### src/rtl/plot_arbiter.sv
// plot_arbiter: round-robin arbiter that shares the single pixel-write port
// of vga_adapter among N_REQ game-logic requesters using a req/ack
// handshake, so every request produces exactly one plotted pixel.
// Optional full-screen clear engine, compiled in when the macro
// PLOT_ARBITER_CLEAR_EN is defined; without it the block is a pure arbiter
// and clear_busy/clear_done are tied low.
// All outputs are registered; reset is synchronous and active-high.
module plot_arbiter #(
  parameter int         N_REQ        = 4,
  parameter int         X_MAX        = 159,
  parameter int         Y_MAX        = 119,
  parameter logic [2:0] CLEAR_COLOUR = 3'b000
) (
  input  logic               clk,
  input  logic               reset,
  input  logic [N_REQ-1:0]   req,
  input  logic [8*N_REQ-1:0] req_x,
  input  logic [7*N_REQ-1:0] req_y,
  input  logic [3*N_REQ-1:0] req_colour,
  output logic [N_REQ-1:0]   ack,
  input  logic               clear_start,
  output logic               clear_busy,
  output logic               clear_done,
  output logic [7:0]         x_out,
  output logic [6:0]         y_out,
  output logic [2:0]         colour,
  output logic               plot
);

  localparam int RR_W = $clog2(N_REQ);

  // Round-robin pointer: the requester searched first on the next grant.
  logic [RR_W-1:0] rr, rr_d;

  // Next values for the registered outputs.
  logic [7:0]       x_d;
  logic [6:0]       y_d;
  logic [2:0]       colour_d;
  logic             plot_d;
  logic [N_REQ-1:0] ack_d;

  // Arbitration result for the current cycle.
  logic            grant_valid;
  logic [RR_W-1:0] grant_idx;
  logic [RR_W-1:0] idx;
  logic            arb_en;

  // Per-requester views of the packed data buses.
  logic [7:0] x_slot      [N_REQ];
  logic [6:0] y_slot      [N_REQ];
  logic [2:0] colour_slot [N_REQ];

  for (genvar g = 0; g < N_REQ; g++) begin : g_unpack
    assign x_slot[g]      = req_x[8*g +: 8];
    assign y_slot[g]      = req_y[7*g +: 7];
    assign colour_slot[g] = req_colour[3*g +: 3];
  end

`ifdef PLOT_ARBITER_CLEAR_EN
  typedef enum logic {ARB, CLEAR} state_t;

  localparam logic [7:0] X_LAST = 8'(X_MAX);
  localparam logic [6:0] Y_LAST = 7'(Y_MAX);

  state_t     state, state_d;
  logic [7:0] cx, cx_d;
  logic [6:0] cy, cy_d;
  logic       busy_d, done_d;
`else
  // Clear engine absent: clear inputs and sweep parameters have no effect.
  logic unused_clear_cfg;
  assign unused_clear_cfg = clear_start ^ (^CLEAR_COLOUR) ^ (X_MAX == Y_MAX);
  assign clear_busy = 1'b0;
  assign clear_done = 1'b0;
`endif

  // Round-robin search: first eligible requester at or above rr, wrapping.
  // The ack mask stops a re-grant while the requester is still dropping req.
  always_comb begin
    grant_valid = 1'b0;
    grant_idx   = '0;
    idx         = '0;
    // Walk downward so the lowest offset from rr is the one that sticks.
    for (int off = N_REQ - 1; off >= 0; off--) begin
      idx = RR_W'((int'(rr) + off) % N_REQ);
      if (req[idx] && !ack[idx]) begin
        grant_valid = 1'b1;
        grant_idx   = idx;
      end
    end
  end

  // Next-state and next-output logic.
  always_comb begin
    // NOTE: every variable gets a default first so no path can infer a latch.
    rr_d     = rr;
    x_d      = x_out;
    y_d      = y_out;
    colour_d = colour;
    plot_d   = 1'b0;
    ack_d    = '0;
    arb_en   = 1'b1;
`ifdef PLOT_ARBITER_CLEAR_EN
    state_d = state;
    cx_d    = cx;
    cy_d    = cy;
    busy_d  = 1'b0;
    done_d  = 1'b0;
    case (state)
      ARB: begin
        // Clear wins over any simultaneous request; pixel (0,0) goes out next.
        if (clear_start) begin
          state_d  = CLEAR;
          cx_d     = '0;
          cy_d     = '0;
          x_d      = '0;
          y_d      = '0;
          colour_d = CLEAR_COLOUR;
          plot_d   = 1'b1;
          busy_d   = 1'b1;
          arb_en   = 1'b0;
        end
      end
      CLEAR: begin
        if (cx == X_LAST && cy == Y_LAST) begin
          // Last pixel is on the port now: finish, and arbitrate this cycle.
          state_d = ARB;
          done_d  = 1'b1;
        end else begin
          arb_en   = 1'b0;
          busy_d   = 1'b1;
          plot_d   = 1'b1;
          colour_d = CLEAR_COLOUR;
          if (cx == X_LAST) begin
            cx_d = '0;
            cy_d = cy + 7'd1;
          end else begin
            cx_d = cx + 8'd1;
          end
          x_d = cx_d;
          y_d = cy_d;
        end
      end
      default: state_d = ARB;
    endcase
`endif
    if (arb_en && grant_valid) begin
      x_d            = x_slot[grant_idx];
      y_d            = y_slot[grant_idx];
      colour_d       = colour_slot[grant_idx];
      plot_d         = 1'b1;
      ack_d          = '0;
      ack_d[grant_idx] = 1'b1;
      // Explicit wrap keeps rr in range for non-power-of-two N_REQ.
      rr_d = (grant_idx == RR_W'(N_REQ - 1)) ? '0 : grant_idx + 1'b1;
    end
  end

  // State, pointer and output registers with synchronous reset.
  always_ff @(posedge clk) begin
    // NOTE: non-blocking assignments so every register samples pre-edge values.
    if (reset) begin
      rr     <= '0;
      x_out  <= '0;
      y_out  <= '0;
      colour <= '0;
      plot   <= 1'b0;
      ack    <= '0;
`ifdef PLOT_ARBITER_CLEAR_EN
      state      <= ARB;
      cx         <= '0;
      cy         <= '0;
      clear_busy <= 1'b0;
      clear_done <= 1'b0;
`endif
    end else begin
      rr     <= rr_d;
      x_out  <= x_d;
      y_out  <= y_d;
      colour <= colour_d;
      plot   <= plot_d;
      ack    <= ack_d;
`ifdef PLOT_ARBITER_CLEAR_EN
      state      <= state_d;
      cx         <= cx_d;
      cy         <= cy_d;
      clear_busy <= busy_d;
      clear_done <= done_d;
`endif
    end
  end

endmodule

### config.mk
export PLATFORM = sky130hd
export DESIGN_NAME = plot_arbiter
export DESIGN_NICKNAME = d
export VERILOG_FILES = /design/src/rtl/plot_arbiter.sv
export SDC_FILE = /design/constraint.sdc
export NUM_CORES = 1
export LEC_CHECK = 0
export CORE_ASPECT_RATIO = 0.75
export CORE_MARGIN = 5
export CORE_UTILIZATION = 38
export DETAILED_ROUTE_END_ITERATION = 6
export PLACE_DENSITY = 0.92
export SETUP_SLACK_MARGIN = 0.2
export SLEW_MARGIN = 40
export SYNTH_ARGS = -nofsm -noshare
export SYNTH_HDL_FRONTEND = slang
export SYNTH_SLANG_ARGS = --single-unit
### constraint.sdc
create_clock -name clk -period 5.19 [get_ports clk]
set_input_delay 1.038 -clock clk [delete_from_list [all_inputs] [get_ports clk]]
set_output_delay 1.038 -clock clk [all_outputs]
set_load 0.02 [all_outputs]
### Word-level counts from Yosys, hierarchy flattened

Cells that the tools add are included.

* register bits after elaboration: 25
* input bits: 79
* output and inout port bits: 25
* word-level logic and storage cells: 67

* add/sub/neg operators: 4
* $lt $le $gt $ge: 7
* equality and inequality tests: 1
* muxes and demuxes: 37
* bitwise gates (word level): 2
* reduce and logical (&&, ||, !) cells: 10

Operator list (number)
* binary-select mux 1 bit (select 2 bit): 8
* binary-select mux 8 bit (select 2 bit): 1
* two-way mux 8 bit: 2
* less-than comparator 2 x 3 -> 1 bit (second input constant): 5
* binary-select mux 7 bit (select 2 bit): 1
* two-way mux 1 bit: 14
* two-way mux 7 bit: 2
* two-way mux 2 bit: 5
* binary-select mux 3 bit (select 2 bit): 1
* two-way mux 3 bit: 2
* logical AND 1 bit: 5
* adder 2 x 1 -> 2 bit (second input constant): 2
* adder 2 bit (second input constant): 2
* logical NOT 1 bit: 4
* greater-or-equal comparator 3 bit (second input constant): 1
* NOT 2 -> 3 bit: 1
* demux 1 bit (select 2 bit): 1
* equality test 2 bit (second input constant): 1
* greater-or-equal comparator 2 x 1 -> 1 bit (second input constant): 1
* OR reduction 2 bit: 1
* NOT 1 bit: 1

### Logic depth before layout (Yosys ltp)

Gate-level depths: netlist of run 1.

* depth after elaboration: 13
* gate-level depth with buffers: 8
* depth with buffers taken out: 6

### Worst setup path after synthesis of run 1

Ideal clock, no wire load.

* path kind: input-to-reg
* start point: input port req[2]
* end point: register rr[1]
* setup time: 0.114 ns
* data arrival time: 2.310 ns
* required time: 5.076 ns
* slack: 2.766 ns
* stages: 8
* path buffers: 2
* cell sequence: or3b_1 > o311ai_1 > and2_4 > buf_12 > buf_12 > ha_1 > a21oi_1 > nor2_1

* word-level cells in the longest chain between the ends: 9
* elaborated cells on any way between the ends: 23
* those cells by class: add/sub (1); eq/ne (1); mux (17); reduce/logical (4)

RTL lines
* start: declaration: line 16 `input logic [N_REQ-1:0] req,`
* binary-select mux 1 bit (select 2 bit): line 86 `if (req[idx] && !ack[idx]) begin`
* two-way mux 1 bit (implied by the code): line 86
* logical AND 1 bit: line 86
* two-way mux 2 bit (4 in series): line 86
* adder 2 x 1 -> 2 bit or equality test 2 bit (tied branches): line 155 `rr_d = (grant_idx == RR_W'(N_REQ - 1)) ? '0 : grant_idx + 1'b1;`
* two-way mux 2 bit: line 155
* end signal: assignment: line 177 `rr <= rr_d;`
* end: declaration: line 33 `logic [RR_W-1:0] rr, rr_d;`

Parallel ways exist; a longest one is shown, timed or not. The select of a mux whose other input is x is not followed.
A chain may end at the register's enable or synchronous reset.

### Final worst setup path of run 1

Ends and elaborated chain as after synthesis.

==> results of run 1 <==
==> routing by layer <==
layer	track usage	up-vias
met5	0	-
met4	0.0204	0
met3	0.0544	4
met2	0.263	72
met1	0.217	675
li1	-	721
==> cells by family (layout without fill, tap and decap cells) <==
family,count (synthesis),count (layout),share of synthesized area
other cells,1,2,0.00247
simple gates,41,41,0.139
flops,25,25,0.330
fa+ha+maj,4,4,0.0330
compound gates,24,24,0.181
mux,36,36,0.238
buf+inv,13,108,0.0776
==> cells in the final DEF (no fill, tap or decap), types with 2 or more instances in the layout <==
cell type        synthesis  final
nor2_1                   4      4
nand2_1                 18     18
conb_1                   1      2
mux2i_1                 36     36
and2_1                   4      4
clkdlybuf4s50_1          0    100
ha_1                     4      4
inv_1                    2      2
o221ai_2                11     11
nand2_2                  2      2
dfxtp_1                 25     25
clkbuf_8                 0      3
nor2b_1                  3      3
nand2b_1                 4      4
o221ai_1                 8      8
==> critical path, cell delays in order <==
cell and delay (ns):
clkdlybuf4s50_1 0.47, or3b_1 0.39, o311ai_1 0.10, and2_4 0.61, ha_1 0.35, a21oi_1 0.12, nor2_1 0.05
==> layout make-up <==
class | instances | area (um2) | area share
flip-flops and latches | 25 | 500 | 0.198
inverters | 3 | 11.3 | 0.00445
clock buffers | 4 | 45.0 | 0.0178
well taps | 52 | 65.1 | 0.0257
repair buffers | 101 | 1010 | 0.398
multi-input cells | 107 | 902 | 0.356
==> registers in the layout (all words and copies together), names as in the netlist <==
signal  flops
rr          2
x_out       8
y_out       7
plot        1
colour      3
ack         4
==> cell usage after synthesis, types with 2 or more instances <==
library cell / n / area share
inv_1: 2 / 0.0050
buf_4: 4 / 0.020
o221ai_2: 11 / 0.11
mux2i_1: 36 / 0.24
o221ai_1: 8 / 0.046
dfxtp_1: 25 / 0.33
nand2b_1: 4 / 0.016
nand2_1: 18 / 0.045
nor2b_1: 3 / 0.012
nand2_2: 2 / 0.0082
nor2_1: 4 / 0.0099
ha_1: 4 / 0.033
and2_1: 4 / 0.016
buf_12: 3 / 0.040
==> how the worst max path moves through the flow <==
| stage | endpoint | cells past startpoint | slack [ns] | from |
|---|---|---|---|---|
| 4_1_cts | y_out[3] | 6 | 2.20 | req[2] |
| 2_1_floorplan | rr[1] | 8 | 2.77 | req[2] |
| 3_5_place_dp | y_out[3] | 6 | 1.90 | req[2] |
| 5_1_grt | ack[0] | 7 | 2.12 | req[2] |
| 3_3_place_gp | rr[1] | 7 | 1.96 | req[2] |
| 6_report | rr[1] | 7 | 2.21 | req[2] |
==> per-stage QoR <==
stage	cells	area (um2)	utilization
3_3_place_gp	288	2490	0.662
2_1_floorplan	145	1520	-
6_report	292	2530	0.674
5_1_grt	292	2530	0.674
3_5_place_dp	288	2490	0.662
4_1_cts	292	2530	0.674
==> power breakdown <==
group          switching, W  internal (W)  total, W
clock network     0.0000587     0.0000548  0.000113
logic              0.000308      0.000308  0.000615
registers         0.0000392      0.000263  0.000302
==> flow_summary.ini, run 1 <==
[cts]
cts_hold_buf = 0
cts_resized = 0
postCtsSetupBuffers = 0
path_clk_slew_ns = 0.08
cts_buffer_depth = 2
cts-htree-levels = 1
cts_sinks = 25
cts_tree = yes
cts_buffers = 3
clk_root_buffer_cell = clkbuf_8
insertion_delay_ns = 0.26

[synth]
synth_cell_types = 30
synthArstFlopShare = 0
seq_area_frac_synth = 0.330
ys_warn_count = 0
postSynthCellCount = 144
netlist_area_mm2 = 0.00152
synth_edf_count = 0
ys_seq_elements = 25
avgSynthCellArea_um2 = 10.5
synth_flop_cell = dfxtp_1

[sta]
fin_crit_ns = 2.98
skew_ns = 0.00247
final_max_slew_viol_count = 0
worst_slack_ns = 2.21
slew_headroom = 0.561
max_freq_mhz = 336
final_hold_viol_count = 0
post-route-period-util = 0.573
setup_tns_ns = 0
setup-violations-final = 0
worst_pin_slew_ns = 0.658
holdWs_ns = 0.473
grt_setup_unrepaired = no

[placement]
portBuffers = 100
dp_hpwl_um = 3620
gp_congestion = 0.829
dpl_worst_slack_ns = 1.90

[worst_setup_path]
critical_path_class = input pin to flop
crit_required_ns = 5.35
r2r_start = rr[0]
r2r_slack_ns = 3.09
cp.arrival_ns = 3.14
worstPathMaxFanout = 39
start_kind = input pin
r2r_cells = 6
crit_path_end_kind = flop
reg2reg_to = rr[1]

[route]
ant_nets = 0
drt_iter0_markers = 34
routed_wl_um = 4540
drc = 0
via_per_inst = 5.04
dr_wl_met3_um = 377
vias = 1472
dr_wl_met2_um = 2020
m1WireLength_um = 2110
wl_per_cell_um = 15.6
highest_layer = met4
dr.pass1.iters = 4

[pwr]
finalPower_w = 0.00103
powerDensity_mw_per_mm2 = 407
ir_worst_vdd_mv = 0.286
power.leakage_nw = 0.973

[min_path]
hold_end = colour[0]
min_from = colour[0]
holdPathStages = 2
worstHoldPathType = flop to flop

[cells_and_area]
nFillCells = 319
drive_above_1_share = 0.0875
syn_to_final_growth_pct = 67.0
layout.nets = 324
antenna_cells = 0

[global_routing]
grt_max_degree = 40
grt_antenna_before_repair = 0
grt_pass1_vias = 1466
grt_util_all_layers = 0.162
grt-ovfl-total = 0
grt_pass1_wl_um = 7200

[floorplan]
die_height_um = 64.7
dieWidth_um = 82.9
fp-row-count = 19
pin_count = 104
dieArea_mm2 = 0.00537
initial_core_util = 0.404
coreArea_mm2 = 0.00376

[run]
cap_violations = 0

[outcome]
status = finished, final reports clean
Note: power is estimated with default switching activity, not from simulation.
==> run 2: changes to the inputs <==
- CORE_UTILIZATION: 38 -> 35
- PLACE_DENSITY: 0.92 -> 0.86
- clock period: 5.19 -> 2.9 ns (I/O delays scaled with it)
==> flow_summary.ini, run 2 (synthesis gave the netlist of run 1 again) <==
[worst_setup_path]
path_delay_family = simple AND/OR/NAND/NOR gates
cp.arrival_ns = 2.50
crit_required_ns = 3.08
crit_path_cell_trace = clkdlybuf4s50_1, nand2b_1, nand4_1, nor2b_1, nand2_2, o221ai_1
r2r_slack_ns = 0.97
start_kind = input pin
slowest_delay_ns = 0.49
critical_path_class = input pin to flop
worstPathMaxFanout = 18
crit_path_end_kind = flop
cpMaxStageDelayCell = clkdlybuf4s50_1
worst-path-buf-inv = 1

[global_routing]
grt-ovfl-total = 0
grt_max_degree = 19
grt_pass1_vias = 1608
grt_pass1_wl_um = 7490
grt_util_all_layers = 0.164
grt_antenna_before_repair = 0

[route]
ant_nets = 0
vias = 1487
drc = 0
drt_iter0_markers = 36
via_per_inst = 4.96
dr.pass1.iters = 4
routed_wl_um = 4620
wl_per_cell_um = 15.4

[cts]
postCtsSetupBuffers = 0
path_clk_slew_ns = 0.09
cts_tree = yes
cts-htree-levels = 1
insertion_delay_ns = 0.27
clk_root_buffer_cell = clkbuf_8
cts_resized = 0
cts_sinks = 25
cts_buffer_depth = 2
cts_buffers = 3
cts_hold_buf = 0

[sta]
holdWs_ns = 0.471
setup_tns_ns = 0
grt_setup_unrepaired = no
fin_crit_ns = 2.32
max_freq_mhz = 431
setup-violations-final = 0
final_hold_viol_count = 0
post-route-period-util = 0.800
worst_slack_ns = 0.580
skew_ns = 0.00338
final_max_slew_viol_count = 0

[placement]
dpl_worst_slack_ns = 0.288
gp_congestion = 0.766
portBuffers = 100
dp_hpwl_um = 3770

[pwr]
ir_worst_vdd_mv = 0.389
power.leakage_nw = 1.01
finalPower_w = 0.00193
powerDensity_mw_per_mm2 = 743

[cells_and_area]
layout_commonest_cell = clkdlybuf4s50_1
drive_above_1_share = 0.106
top_regs = x_out (8), y_out (7), ack (4)
largest_register_ffs = 8
final_cell_mix = clkdlybuf4s50_1 (100), mux2i_1 (36), dfxtp_1 (25)
layout.nets = 329
syn_to_final_growth_pct = 71.4
top_register = x_out
antenna_cells = 0

[run]
cap_violations = 0

[min_path]
worstHoldPathType = flop to flop

[floorplan]
dieArea_mm2 = 0.00576
initial_core_util = 0.367
die_height_um = 67.0
dieWidth_um = 86.0
coreArea_mm2 = 0.00413
pin_count = 104
fp-row-count = 20

[outcome]
status = finished, final reports clean
run 2: cell types whose count changed in the layout (fill, tap and decap cells not counted), sizes merged:
| cell | change |
|---|---|
| buf | +5 |
run 2: path summary, 6_finish.rpt:
| path | start | to | cells after the start |
|---|---|---|---|
| setup / recovery | req[0] | x_out[1] | 6 |
| hold reg to reg | x_out[3] | x_out[3] | 2 |
| setup reg to reg | ack[0] | x_out[1] | 5 |
| hold / removal | x_out[3] | x_out[3] | 2 |
run 2: tightest hold or removal path, cell delays in order, from the launching register on:
cell      delay, ns
dfxtp_1        0.34
nand2_1        0.05
o221ai_1       0.06
run 2: area by class of cell:
class,count,area [um2]
fillers,362,1530
repair buffers,106,1070
multi-input cells,107,902
flip-flops and latches,25,500
well taps,55,68.8
clock buffers,4,45.0
inverters,3,11.3
run 2: through the flow:
step,util,instance area [um2],std cells
after global placement,0.618,2550,296
after floorplan,-,1520,145
final,0.629,2600,300
after global routing,0.629,2600,300
after detailed placement,0.618,2550,296
after CTS,0.629,2600,300
run 2: per-layer routing:
layer,global-route usage,up-vias,share of wire
met3,0.0754,4,0.13
li1,-,733,-
met1,0.194,668,0.41
met5,0,-,0
met4,0.0415,0,0.0054
met2,0.268,82,0.45
run 2: power breakdown:
part	internal, W	switching [W]	total (W)
Sequential	0.000470	0.0000706	0.000540
Clock	0.0000983	0.000110	0.000209
Combinational	0.000615	0.000566	0.00118
Total	0.00118	0.000747	0.00193
==> run 3: changes to the inputs <==
- CORE_UTILIZATION: 35 -> 32
- PLACE_DENSITY: 0.86 -> 0.83
- clock period: 2.9 -> 2.12 ns (I/O delays scaled with it)
==> flow_summary.ini, run 3 (synthesis gave the netlist of run 1 again) <==
[cells_and_area]
regArea_um2 = 502
nFillCells = 386
top_regs = x_out (8), y_out (7), ack (4)
layout_commonest_cell = clkdlybuf4s50_1
syn_to_final_growth_pct = 86.8
multiInputGateArea_um2 = 952
top_register = x_out
fin_cells = 315
final_cell_mix = clkdlybuf4s50_1 (97), mux2i_1 (28), dfxtp_1 (24)
drive_above_1_share = 0.205
layout.nets = 342
antenna_cells = 0
largest_register_ffs = 8

[sta]
fin_crit_ns = 1.82
post-route-period-util = 0.859
setup_tns_ns = 0
final_hold_viol_count = 0
skew_ns = 0.00413
setup-violations-final = 0
grt_setup_unrepaired = no
worst_slack_ns = 0.300
max_freq_mhz = 549
final_max_slew_viol_count = 0

[route]
via_per_inst = 4.87
wl_per_cell_um = 15.5
routed_wl_um = 4880
dr.pass1.iters = 4
ant_nets = 0
vias = 1534
drc = 0
drt_iter0_markers = 29

[worst_setup_path]
path_delay_family = simple AND/OR/NAND/NOR gates
worstPathMaxFanout = 6
slowest_delay_ns = 0.41
crit_path_end_kind = flop
crit_required_ns = 2.28
crit_path_cell_trace = or3b_4, o311ai_2, and2_4, buf_4, buf_12, mux2i_2, o221ai_2
worst-path-buf-inv = 2
critical_path_class = flop to flop
start_kind = flop
cp.arrival_ns = 1.98
cpMaxStageDelayCell = or3b_4

[global_routing]
grt_pass1_wl_um = 7550
grt_max_degree = 15
grt_util_all_layers = 0.152
grt_use_met2 = 0.247
grt_antenna_before_repair = 0
grt_pass1_vias = 1579
use_met1 = 0.191
met3_usage = 0.0558
busiest_layer = met2
grt-ovfl-total = 0

[outcome]
status = finished, final reports clean

[run]
cap_violations = 0

[pwr]
ir_worst_vdd_mv = 0.579
finalPower_w = 0.00302
powerDensity_mw_per_mm2 = 1060
power.leakage_nw = 1.12

[placement]
gp_congestion = 0.712
dp.cells = 305
dp_hpwl_um = 3830
dpl_worst_slack_ns = -0.178
portBuffers = 100

[floorplan]
coreArea_mm2 = 0.00452
die_height_um = 69.6
pin_count = 104
dieArea_mm2 = 0.00623
initial_core_util = 0.336
dieWidth_um = 89.5
fp-row-count = 21

[cts]
insertion_delay_ns = 0.27
clk_root_buffer_cell = clkbuf_8
cts-htree-levels = 1
cts_hold_buf = 0
cts_sinks = 25
cts_tree = yes
cts_buffer_depth = 2
path_clk_slew_ns = 0.09
cts_buffers = 3

[min_path]
worstHoldPathType = flop to flop
run 3: worst paths after layout:
kind                            slack (ns)       end  depth (start not counted)  startpoint
worst min register to register        0.47  y_out[4]                          2    y_out[4]
worst min-delay path                  0.47  y_out[4]                          2    y_out[4]
worst max register to register        0.30  y_out[0]                          7       rr[0]
worst max-delay path                  0.30  y_out[0]                          7       rr[0]
run 3: layout make-up:
| cell class | count | share of cell area |
|---|---|---|
| repair buffers | 119 | 0.441 |
| multi-input cells | 107 | 0.336 |
| flip-flops and latches | 25 | 0.177 |
| well taps | 57 | 0.0252 |
| clock buffers | 3 | 0.0146 |
| inverters | 3 | 0.00398 |
| clock inverters | 1 | 0.00177 |
run 3: power by group:
part	internal [W]	switching (W)	total [W]	leakage, nW
Clock	0.000132	0.000159	0.000291	0.0255
Combinational	0.00112	0.000864	0.00198	0.882
Sequential	0.000644	0.0000982	0.000742	0.208
run 3: tightest hold or removal path, cell delays in order, from the launching register on:
cell and delay [ns]:
dfxtp_1 0.33, nand2_1 0.05, o221ai_1 0.06
run 3: timing repair:
action                     4_1_cts  5_1_grt
buffers inserted                 3        1
setup endpoints to repair       20       11
pin swaps                        6        3
gates resized for setup         15        5
cloned                           2        0
run 3: per-layer routing:
layer	vias up	share of wire
li1	759	-
met1	695	0.43
met2	74	0.45
met3	6	0.11
met4	0	0.0094
met5	-	0
run 3: through the flow:
| step | hold slack [ns] | utilization | cell area, um2 |
|---|---|---|---|
| floorplan | 0.490 | - | 1520 |
| global placement | 0.443 | 0.583 | 2630 |
| detailed placement | 0.454 | 0.583 | 2630 |
| CTS | 0.479 | 0.622 | 2810 |
| global route | 0.500 | 0.627 | 2830 |
| finish | 0.472 | 0.627 | 2830 |
